<file path="src/rtl/disp_scan_arbiter.sv">
// -----------------------------------------------------------------------------
// disp_scan_arbiter
//   Digit-scan sequencer plus two-port arbiter for a 4-digit seven-segment
//   display driver. Each port offers a 32-bit word and a 2-bit mode over a
//   valid/ack handshake. An accepted word is staged and only becomes live on a
//   frame boundary, so one scan frame never shows a mix of two words. A newly
//   granted owner keeps the display for at least HOLD_CYC cycles unless it
//   releases it.
//
// Ports
//   clk           system clock
//   rst           synchronous active-high reset
//   req_valid[1:0]  per-port request valid
//   req_num0/1    32-bit display word from port 0 / port 1
//   req_mode0/1   mode from port 0 / 1 (bit0: 1 = hex, bit1: 1 = high half)
//   req_rel[1:0]  per-port release strobe
//   req_ack[1:0]  combinational accept (transfer when valid && ack)
//   scanning_clk  digit-slot select, 0..3
//   disp_num      live word for the display driver
//   switch        live mode for the display driver
//   owner         current owner port
//   busy          display is owned (state not IDLE)
//   stage_dirty   a staged word is waiting for the next frame boundary
// -----------------------------------------------------------------------------
module disp_scan_arbiter #(
    parameter int unsigned SCAN_DIV = 50000,
    parameter int unsigned HOLD_CYC = 25000000,
    parameter int unsigned CNT_W    = 32
) (
    input  logic             clk,
    input  logic             rst,
    input  logic [1:0]       req_valid,
    input  logic [31:0]      req_num0,
    input  logic [31:0]      req_num1,
    input  logic [1:0]       req_mode0,
    input  logic [1:0]       req_mode1,
    input  logic [1:0]       req_rel,
    output logic [1:0]       req_ack,
    output logic [1:0]       scanning_clk,
    output logic [31:0]      disp_num,
    output logic [1:0]       switch,
    output logic             owner,
    output logic             busy,
    output logic             stage_dirty
);

    typedef enum logic [1:0] {
        ST_IDLE  = 2'd0,
        ST_SHOW0 = 2'd1,
        ST_SHOW1 = 2'd2
    } state_t;

    localparam logic [CNT_W-1:0] SLOT_LAST = CNT_W'(SCAN_DIV - 1);
    localparam logic [CNT_W-1:0] HOLD_LOAD = CNT_W'(HOLD_CYC - 1);
    localparam logic [CNT_W-1:0] CNT_ZERO  = {CNT_W{1'b0}};

    state_t            state_r, state_nxt_s;
    logic [CNT_W-1:0]  div_cnt_r;
    logic [CNT_W-1:0]  hold_cnt_r, hold_nxt_s;
    logic [1:0]        scan_r;
    logic              owner_r, owner_nxt_s;
    logic              busy_r;
    logic [31:0]       stage_num_r;
    logic [1:0]        stage_mode_r;
    logic              stage_dirty_r;
    logic [31:0]       disp_num_r;
    logic [1:0]        switch_r;

    logic              slot_end_s;
    logic              frame_end_s;
    logic              idle_s;
    logic              hold_zero_s;
    logic [1:0]        elig_s;
    logic [1:0]        cand_s;
    logic [1:0]        grant_s;
    logic              xfer_s;
    logic              xfer_port_s;

    assign slot_end_s  = (div_cnt_r == SLOT_LAST);
    assign frame_end_s = slot_end_s && (scan_r == 2'd3);
    assign idle_s      = (state_r == ST_IDLE);
    assign hold_zero_s = (hold_cnt_r == CNT_ZERO);

    // A port may take the display when it is free, when it already owns it,
    // or once the current owner's minimum hold has run out.
    assign elig_s[0] = idle_s || (owner_r == 1'b0) || hold_zero_s;
    assign elig_s[1] = idle_s || (owner_r == 1'b1) || hold_zero_s;
    assign cand_s    = req_valid & elig_s;

    // Grant selection: at most one port; on a tie port 0 wins from IDLE,
    // otherwise the non-owner wins so a busy owner cannot starve the other.
    always_comb begin
        grant_s = 2'b00;
        if (rst) begin
            grant_s = 2'b00;
        end else begin
            case (cand_s)
                2'b01:   grant_s = 2'b01;
                2'b10:   grant_s = 2'b10;
                2'b11: begin
                    if (idle_s) begin
                        grant_s = 2'b01;
                    end else if (owner_r == 1'b0) begin
                        grant_s = 2'b10;
                    end else begin
                        grant_s = 2'b01;
                    end
                end
                default: grant_s = 2'b00;
            endcase
        end
    end

    assign xfer_s      = |grant_s;
    assign xfer_port_s = grant_s[1];

    // Next-state logic: a transfer from a new owner restarts the hold; an
    // owner refresh does not, so repeated updates never extend the hold.
    always_comb begin
        state_nxt_s = state_r;
        owner_nxt_s = owner_r;
        hold_nxt_s  = hold_cnt_r;
        if (!idle_s && !hold_zero_s) begin
            hold_nxt_s = hold_cnt_r - CNT_W'(1);
        end else begin
            hold_nxt_s = hold_cnt_r;
        end
        if (xfer_s) begin
            if (idle_s || (xfer_port_s != owner_r)) begin
                state_nxt_s = xfer_port_s ? ST_SHOW1 : ST_SHOW0;
                owner_nxt_s = xfer_port_s;
                hold_nxt_s  = HOLD_LOAD;
            end else begin
                state_nxt_s = state_r;
                owner_nxt_s = owner_r;
            end
        end else if (!idle_s && req_rel[owner_r]) begin
            state_nxt_s = ST_IDLE;
            hold_nxt_s  = CNT_ZERO;
        end else begin
            state_nxt_s = state_r;
        end
    end

    // Arbiter state, hold counter and the registered status outputs.
    always_ff @(posedge clk) begin
        if (rst) begin
            state_r    <= ST_IDLE;
            owner_r    <= 1'b0;
            hold_cnt_r <= CNT_ZERO;
            busy_r     <= 1'b0;
        end else begin
            state_r    <= state_nxt_s;
            owner_r    <= owner_nxt_s;
            hold_cnt_r <= hold_nxt_s;
            busy_r     <= (state_nxt_s != ST_IDLE);
        end
    end

    // Slot divider and digit-scan select.
    always_ff @(posedge clk) begin
        if (rst) begin
            div_cnt_r <= CNT_ZERO;
            scan_r    <= 2'd0;
        end else if (slot_end_s) begin
            div_cnt_r <= CNT_ZERO;
            scan_r    <= scan_r + 2'd1;
        end else begin
            div_cnt_r <= div_cnt_r + CNT_W'(1);
        end
    end

    // Staging and frame-boundary commit. On a transfer that coincides with
    // frame_end the old staged word goes live and the new one stays dirty.
    always_ff @(posedge clk) begin
        if (rst) begin
            stage_num_r   <= 32'd0;
            stage_mode_r  <= 2'b01;
            stage_dirty_r <= 1'b0;
            disp_num_r    <= 32'd0;
            switch_r      <= 2'b01;
        end else begin
            if (frame_end_s && stage_dirty_r) begin
                disp_num_r <= stage_num_r;
                switch_r   <= stage_mode_r;
            end
            if (xfer_s) begin
                stage_num_r   <= xfer_port_s ? req_num1 : req_num0;
                stage_mode_r  <= xfer_port_s ? req_mode1 : req_mode0;
                stage_dirty_r <= 1'b1;
            end else if (frame_end_s) begin
                stage_dirty_r <= 1'b0;
            end
        end
    end

    assign req_ack      = grant_s;
    assign scanning_clk = scan_r;
    assign disp_num     = disp_num_r;
    assign switch       = switch_r;
    assign owner        = owner_r;
    assign busy         = busy_r;
    assign stage_dirty  = stage_dirty_r;

endmodule
</file>
<file path="config.mk">
export PLATFORM = sky130hd
export DESIGN_NAME = disp_scan_arbiter
export DESIGN_NICKNAME = d
export VERILOG_FILES = /design/src/rtl/disp_scan_arbiter.sv
export SDC_FILE = /design/constraint.sdc
export NUM_CORES = 1
export LEC_CHECK = 0
export BUFFER_PORTS_ARGS = -buffer_cell sky130_fd_sc_hd__buf_2
export CAP_MARGIN = 20
export CORE_MARGIN = 8
export CORE_UTILIZATION = 52
export CTS_BUF_LIST = sky130_fd_sc_hd__clkbuf_8
export DETAILED_ROUTE_END_ITERATION = 6
export PLACE_DENSITY_LB_ADDON = 0.1
export SLEW_MARGIN = 15
export SYNTH_ARGS = -nofsm -noshare
export SYNTH_HDL_FRONTEND = slang
export SYNTH_SLANG_ARGS = --single-unit
</file>
<file path="constraint.sdc">
create_clock -name clk -period 2.5 [get_ports clk]
set_input_delay 0.25 -clock clk [delete_from_list [all_inputs] [get_ports clk]]
set_output_delay 0.25 -clock clk [all_outputs]
set_load 0.01 [all_outputs]
</file>
* Word level (Yosys, flattened, before mapping)
Cells that the tools add are included.
W data, S select, Z words.
** Storage, ports and cells
- Bits in registers :: 139
- Input bits :: 74
- Output and inout bits :: 41
- Logic and storage cells :: 59
** Cells by class
- Add/subtract/negate cells :: 3
- Order comparisons :: 1
- Equal/unequal tests :: 6
- Multiplexer cells :: 18
- Bitwise operators :: 2
- Reduce and logical (&&, ||, !) cells :: 18
** Operators with widths (count)
- $mux W32 :: 5
- $add A32 B1 Y32 const B :: 1
- $eq A32 B16 Y1 const B :: 1
- $logic_not A32 Y1 :: 1
- $sub A32 B1 Y32 const B :: 1
- $mux W2 :: 8
- $eq A2 B2 Y1 const B :: 3
- $pmux W2 S3 :: 1
- $logic_or A1 B1 Y1 :: 5
- $logic_and A1 B1 Y1 :: 4
- $mux W1 :: 4
- $reduce_bool A2 Y1 :: 2
- $reduce_or A2 Y1 :: 2
- $add A2 B1 Y2 const B :: 1
- $and A2 B2 Y2 :: 1
- $eq A2 B1 Y1 const B :: 1
- $logic_not A1 Y1 :: 2
- $logic_not A2 Y1 :: 1
- $lt A1 B2 Y1 const B :: 1
- $reduce_and A2 Y1 :: 1
- $ne A1 B1 Y1 :: 1
- $not A1 Y1 :: 1

* Logic depth before layout (Yosys ltp)
Gate-level depths: netlist of run 1.
- Depth in word-level cells :: 12
- Gate-level depth with buffers :: 10

* Least setup slack after synthesis of run 1
Ideal clock, no wire load.
- Path kind :: register to register
- Start :: register hold_cnt_r[0]
- End :: register stage_num_r[23]
- Setup time :: 0.137 ns
- Data arrival time :: 2.193 ns
- Data required time :: 2.363 ns
- Path slack :: 0.170 ns
- Cell stages (with the launch flop) :: 11
- Buffers on the path :: 2
- Period minus slack after synthesis :: 2.330 ns
- Cells stage by stage :: dfxtp_1 -> inv_1 -> ha_1 -> nor3b_1 -> nand2_1 -> or4_1 -> and3_1 -> clkbuf_1 -> buf_2 -> nand2_1 -> a31oi_1
** On the way
- Word-level cells in the longest chain between the ends :: 7
** Ends and longest elaborated chain
- start: declaration :: RTL line 59 : logic [CNT_W-1:0] hold_cnt_r, hold_nxt_s;
- start signal: assignment :: RTL line 155 : hold_cnt_r <= hold_nxt_s;
- $logic_not A32 Y1 * :: RTL line 82 : assign hold_zero_s = (hold_cnt_r == CNT_ZERO);
- $logic_or A1 B1 Y1, on equally long branches :: RTL line 86, 87
- $and A2 B2 Y2 * :: RTL line 88 : assign cand_s = req_valid & elig_s;
- $eq A2 B2 Y1 / $eq A2 B1 Y1 (equally long branches) :: RTL line 97 : case (cand_s)
- $pmux W2 S3 * :: RTL line 97
- $mux W2 * :: RTL line 94 : if (rst) begin
- $mux W32 / $reduce_or A2 Y1 (equally long branches) :: RTL line 188, 114
- end signal: assignment :: RTL line 188 : stage_num_r <= xfer_port_s ? req_num1 : req_num0;
- end: declaration :: RTL line 63 : logic [31:0] stage_num_r;
Every way passes the cells marked *; elsewhere a longest branch is shown, timed or not.
A chain may end at the register's enable or synchronous reset.

* Worst setup path in the final report of run 1
- Start :: register hold_cnt_r[27]
- End :: output req_ack[0]
** On the way
- Word-level cells in the longest chain between the ends :: 6
** Ends and longest elaborated chain
- $logic_not A32 Y1 * :: RTL line 82
- $logic_or A1 B1 Y1, on equally long branches :: RTL line 86, 87
- $and A2 B2 Y2 * :: RTL line 88
- $eq A2 B2 Y1 / $eq A2 B1 Y1 (equally long branches) :: RTL line 97
- $pmux W2 S3 * :: RTL line 97
- $mux W2 * :: RTL line 94
- end: declaration :: RTL line 38 : output logic [1:0] req_ack,
Marked as above.

==> flow_metrics.py, run 1 <==
metrics = {
    "outcome": {
        "outcome": "finished clean",
    },
    "yosys": {
        "synth_compound_area_share_pct": 15.2,
        "synthTopCellsByCount": "nand2_1, dfxtp_1, nor2_1",
        "synth_flop_cell": "dfxtp_1",
        "synth_area_per_cell_sq_um": 8.09,
        "synth_xor_xnor_area_share_pct": 7.55,
        "synth_nets": 822,
        "synthAdderAreaFrac_pct": 0.623,
        "ys_seq_area_share_pct": 46.2,
        "yosysTopAreaCell": "dfxtp_1",
        "synth_top_area_share_pct": 46.2,
        "synth_area_sq_mm": 0.00603,
        "synth.distinct_cells": 54,
        "async_flop_share_pct": 0,
        "synth_top_family_by_area": "simple AND/OR/NAND/NOR gates",
        "synth_seq_cells": 139,
        "synthMostInstantiatedCell": "nand2_1",
        "synth_cells": 745,
        "yosys.area_share.simple_pct": 26.2,
        "synthTopCellsByArea": "dfxtp_1, nand2_1, a21oi_1, xor2_1, nor2_1",
        "ys_warn_count": 0,
        "synthMuxAreaShare_pct": 0.498,
        "synth_edf_count": 0,
    },
    "critical_path": {
        "worstSetupStartpointType": "flip-flop",
        "worstPathRequired_ns": 2.25,
        "arrival_ns": 2.20,
        "path_class": "reg -> out",
        "cp_max_fo": 3,
        "end_kind": "primary output",
    },
    "route": {
        "firstDrtPassIters": 6,
        "initialDrtViolationCount": 495,
        "vias": 5702,
        "via_per_inst": 5.52,
        "wl_per_cell_microns": 15.7,
        "drc_errors": 0,
        "ant_nets": 0,
        "wirelength_microns": 16200,
    },
    "timing": {
        "min_period_ns": 2.45,
        "max_freq_mhz": 408,
        "worst_pin_slew_ns": 0.751,
        "clock_skew_ns": 0.0107,
        "min_period_over_period_pct": 98.0,
        "setup_viol": 0,
        "slew_viol_final": 0,
        "rsz0062_at_grt": "yes",
        "whs_ns": 0.0532,
        "slew_headroom_pct": 49.6,
        "setup_ws_ns": 0.0511,
        "hold_viol": 0,
    },
    "placement": {
        "portBuffers": 114,
        "routabilityCongestion": 0.825,
        "dp.cells": 982,
        "post-place-ws_ns": 0.111,
        "post-dp-hpwl_microns": 10700,
    },
    "cts": {
        "root_buffer": "clkbuf_8",
        "cts_tree": "yes",
        "cts.sinks": 139,
        "htreeDepth": 4,
        "cts_hold_buf": 0,
        "cts_buffers": 17,
        "clock_path_buffers": 2,
        "path_clk_slew_ns": 0.07,
        "clock_latency_ns": 0.45,
    },
    "cells_and_area": {
        "areaGrowthSynthToFinish_pct": 25.8,
        "finalCoreUtilization_pct": 66.7,
        "drive_gt1_share_pct": 25.3,
        "antenna-diode-count": 0,
        "final_net_count": 955,
        "final_cells": 1033,
    },
    "hold_path": {
        "hold_path_class": "in -> reg",
    },
    "die": {
        "dieArea_sq_mm": 0.0153,
        "fp.dieH_microns": 124,
        "initial_utilization_pct": 53.0,
        "num_rows": 39,
        "pin_count": 115,
        "coreArea_sq_mm": 0.0114,
        "die_w_microns": 124,
    },
    "job": {
        "max-cap-violations": 0,
    },
    "power_and_ir_drop": {
        "peakVddDrop_mv": 0.507,
        "p_leak_nw": 3.01,
        "power_density_mw_per_mm2": 781,
    },
    "global_routing": {
        "track_usage_pct": 21.1,
        "grt_max_degree": 37,
        "grt_pass1_wl_microns": 25900,
        "overflow": 0,
        "grt_pass1_vias": 5531,
        "antenna_found_initial": 0,
    },
}
[kinds of logic (layout without fill, tap and decap cells)]
logic type,Yosys count,count (layout)
flops,139,139
buf+inv,52,197
xor+xnor,52,52
compound gates,158,158
simple gates,338,338
fa+ha+maj,3,3
mux,3,3
[layout make-up]
cell class                 instances  area [sq um]
sequential                       139          2800
inverter                           7          26.3
fill                             937          3780
tap                              143           179
multi-input combinational        554          3130
clock buffer                      18           248
timing repair buffer             159          1010
clock inverter                    13           200
[flip-flops by register name, indices dropped and copies added (netlist names)]
| signal | flops |
|---|---|
| stage_mode_r | 2 |
| owner | 1 |
| state_r | 2 |
| div_cnt_r | 32 |
| stage_num_r | 32 |
| disp_num | 32 |
| hold_cnt_r | 32 |
| scanning_clk | 2 |
| stage_dirty | 1 |
| busy | 1 |
| switch | 2 |
[worst max-delay path, stage by stage (launching register included)]
cell and delay (ns):
dfxtp_2 0.35, nor4_4 0.34, nand4_1 0.19, or4_4 0.59
nand3_4 0.09, nor2_2 0.04, buf_2 0.15
[routing by layer]
metal	wire (microns)	up-vias	global-route usage [%]	part of all wire, %
met5	0	-	0	0
met4	361	0	10.4	2.2
met3	1120	34	5.35	6.9
met2	7810	199	34.3	48
met1	6890	2645	25.6	43
li1	-	2824	-	-
[where the power goes]
group	leakage [nW]	switching (mW)	internal [mW]
clock	0.222	0.841	1.20
combinational	1.65	0.701	0.641
sequential	1.14	0.157	2.38
[worst paths after layout]
check                  from         endpoint  slack, ns  depth (start not counted)
min             req_num0[0]   stage_num_r[0]       0.05                          3
max reg2reg   hold_cnt_r[0]  stage_num_r[19]       0.16                         11
min reg2reg    disp_num[23]     disp_num[23]       0.45                          2
max          hold_cnt_r[27]       req_ack[0]       0.05                          6
[stage by stage]
step / TNS (ns) / area [sq um] / power [mW]
after floorplan: 0 / 6030 / 3.26
after CTS: -0.00866 / 7520 / 5.85
after global routing: -0.114 / 7590 / 6.19
after detailed placement: 0 / 6840 / 3.63
after global placement: 0 / 6840 / 3.60
final: 0 / 7590 / 5.92
[placed cells by master, fill, tap and decap left out, types with 3 or more instances in the layout]
master / instances
inv_1: 5
buf_2: 114
nor2b_1: 3
nor2_1: 66
nor4_1: 8
o21ai_1: 5
a21oi_1: 60
and3_1: 8
o41ai_1: 3
bufinv_16: 5
mux2i_1: 3
nor4b_1: 4
xnor2_1: 19
nor3_1: 12
xor2_1: 33
nand4_1: 7
a31oi_1: 39
dfxtp_2: 7
clkinv_2: 3
clkinvlp_4: 3
clkbuf_8: 18
nor4_4: 5
buf_12: 4
nand4b_1: 4
nand2_1: 174
or3_1: 8
dfxtp_1: 131
nand3_1: 15
o21ai_0: 36
buf_4: 38
[repair_timing]
item                       CTS  global route
buffers inserted            13             7
pin swaps                   10            11
setup endpoints to repair    2             3
cloned                       2             0
resized for setup           21            10
(Power assumes the default switching activity.)
==> inputs of run 2 (changes only) <==
Settings changed: SETUP_SLACK_MARGIN set to 0.15.
==> run 2 against run 1 <==
  * Cell count grew 0.58%
  * Register-to-register slack gained 0.06 ns
  * Critical path type unchanged
  * Worst hold slack is essentially flat
  * Critical path depth is the same
  * Utilization grew 0.67 points
  * Via count grew 1.2%
  * Count of clock-buffer cells in the layout is the same
  * Total power grew 0.90%
  * Cell area grew 1.0%
  * Sequential power is essentially flat
  * Combinational power grew 4%
  * Routed wire length grew 1.2%
==> flow_metrics.py, run 2 (synthesis gave the netlist of run 1 again) <==
metrics = {
    "cells_and_area": {
        "final_net_count": 961,
        "areaGrowthSynthToFinish_pct": 27.1,
        "drive_gt1_share_pct": 25.9,
        "layout_common_cells": "nand2_1, dfxtp_1, buf_2",
        "antenna-diode-count": 0,
        "design_area_sq_mm": 0.00766,
        "layout_commonest_cell": "nand2_1",
        "fill_cells": 933,
    },
    "power_and_ir_drop": {
        "power.internal_mw": 4.27,
        "swShare_pct": 28.6,
        "p_leak_nw": 3.05,
        "seqPwrFrac_pct": 42.4,
        "combinationalPowerShare_pct": 23.5,
        "clkPwrFrac_pct": 34.1,
        "switchingPower_mw": 1.71,
        "power_density_mw_per_mm2": 780,
        "peakVddDrop_mv": 0.512,
    },
    "route": {
        "firstDrtPassIters": 5,
        "initialDrtViolationCount": 431,
        "wirelength_microns": 16400,
        "wl_per_cell_microns": 15.8,
        "ant_nets": 0,
        "vias": 5771,
        "via_per_inst": 5.55,
        "drc_errors": 0,
    },
    "timing": {
        "setup_viol": 0,
        "worst_pin_slew_ns": 0.750,
        "setup_ws_ns": 0.0228,
        "clock_skew_ns": 0.0104,
        "rsz0062_at_grt": "yes",
        "max_freq_mhz": 404,
        "slew_viol_final": 0,
        "tns_ns": 0,
        "min_period_ns": 2.48,
        "hold_viol": 0,
        "min_period_over_period_pct": 99.1,
        "slew_headroom_pct": 49.7,
    },
    "die": {
        "num_rows": 39,
        "fp.dieH_microns": 124,
        "pin_count": 115,
        "initial_utilization_pct": 53.0,
        "dieArea_sq_mm": 0.0153,
        "coreArea_sq_mm": 0.0114,
        "die_w_microns": 124,
    },
    "critical_path": {
        "path_buf_inv": 1,
        "cp_max_fo": 3,
        "reg2reg_depth": 10,
        "arrival_ns": 2.23,
        "slowest_stage": "or4_4",
        "worstSetupStartpointType": "flip-flop",
        "end_kind": "primary output",
        "max_stage_delay_ns": 0.57,
        "cp_top_family": "simple AND/OR/NAND/NOR gates",
        "path_class": "reg -> out",
        "path_depth": 6,
        "worstPathRequired_ns": 2.25,
        "cp_cell_sequence": "nor4_4 > nand4_1 > or4_4 > nand3_4 > nor2_2 > buf_2",
    },
    "cts": {
        "cts.sinks": 139,
        "cts_hold_buf": 0,
        "cts_tree": "yes",
        "cts_buffers": 17,
        "clock_path_buffers": 2,
        "root_buffer": "clkbuf_8",
        "clock_latency_ns": 0.45,
        "path_clk_slew_ns": 0.07,
        "htreeDepth": 4,
    },
    "placement": {
        "dpl_cell_area_sq_mm": 0.00684,
        "portBuffers": 114,
        "routabilityCongestion": 0.825,
        "post-place-ws_ns": 0.111,
        "post-dp-hpwl_microns": 10700,
    },
    "global_routing": {
        "antenna_found_initial": 0,
        "grt_max_degree": 37,
        "track_usage_pct": 21.2,
        "grt_pass1_wl_microns": 25900,
        "overflow": 0,
        "grt_pass1_vias": 5531,
    },
    "outcome": {
        "outcome": "finished clean",
    },
    "job": {
        "max-cap-violations": 0,
    },
    "hold_path": {
        "hold_depth": 3,
        "hold_path_class": "in -> reg",
    },
}
==> run 2: changes by cell type in the layout (fill, tap and decap cells not counted), sizes merged <==
cell  previous run  this run
buf            157       163
==> run 2: metal layers <==
layer  vias to the layer above  global-route usage, %  wire, microns
li1                       2838                      -              -
met1                      2707                   25.8           6920
met2                       195                   34.2           7960
met3                        31                   5.35           1150
met4                         0                   10.4            337
met5                         -                      0              0
==> run 2: power by group through the flow <==
stage | clock (mW) | sequential [mW] | combinational [mW]
floorplan | 0 | 2.54 | 0.727
detailed placement | 0 | 2.56 | 1.07
finish | 2.04 | 2.53 | 1.40
global route | 2.17 | 2.56 | 1.52
CTS | 2.08 | 2.53 | 1.26
global placement | 0 | 2.55 | 1.05
==> run 2: metrics by stage <==
step / std cells / util [%] / hold WS [ns] / total power, mW
after global placement: 982 / 60.2 / 0.434 / 3.60
after CTS: 1028 / 66.3 / 0.0193 / 5.86
after detailed placement: 982 / 60.2 / 0.441 / 3.63
after global routing: 1039 / 67.4 / 0.0337 / 6.25
after floorplan: 745 / - / 0.403 / 3.26
final: 1039 / 67.4 / 0.0529 / 5.98
==> run 2: area by class of cell <==
type	count	area, sq um	share of cell area [%]
inverters	7	26.3	0.343
clock buffers	18	248	3.23
repair buffers	165	1080	14.1
clock inverters	13	200	2.61
multi-input cells	554	3130	40.8
flip-flops and latches	139	2800	36.5
well taps	143	179	2.34
==> run 2: final timing paths <==
check	from	endpoint	slack (ns)
setup / recovery	hold_cnt_r[27]	req_ack[0]	0.02
hold / removal	req_num0[0]	stage_num_r[0]	0.05
setup reg to reg	hold_cnt_r[27]	stage_num_r[19]	0.22
hold reg to reg	disp_num[23]	disp_num[23]	0.45
==> run 2: tightest hold or removal path, cell delays in order <==
cell and delay [ns]:
buf_2 0.10, nand2_1 0.04, a31oi_1 0.06
==> run 2: timing repair <==
| action | CTS | global route |
|---|---|---|
| cloned | 2 | 0 |
| resized for setup | 25 | 14 |
| endpoints found under the setup margin | 8 | 29 |
| buffers inserted | 13 | 11 |
| pin swaps | 10 | 13 |
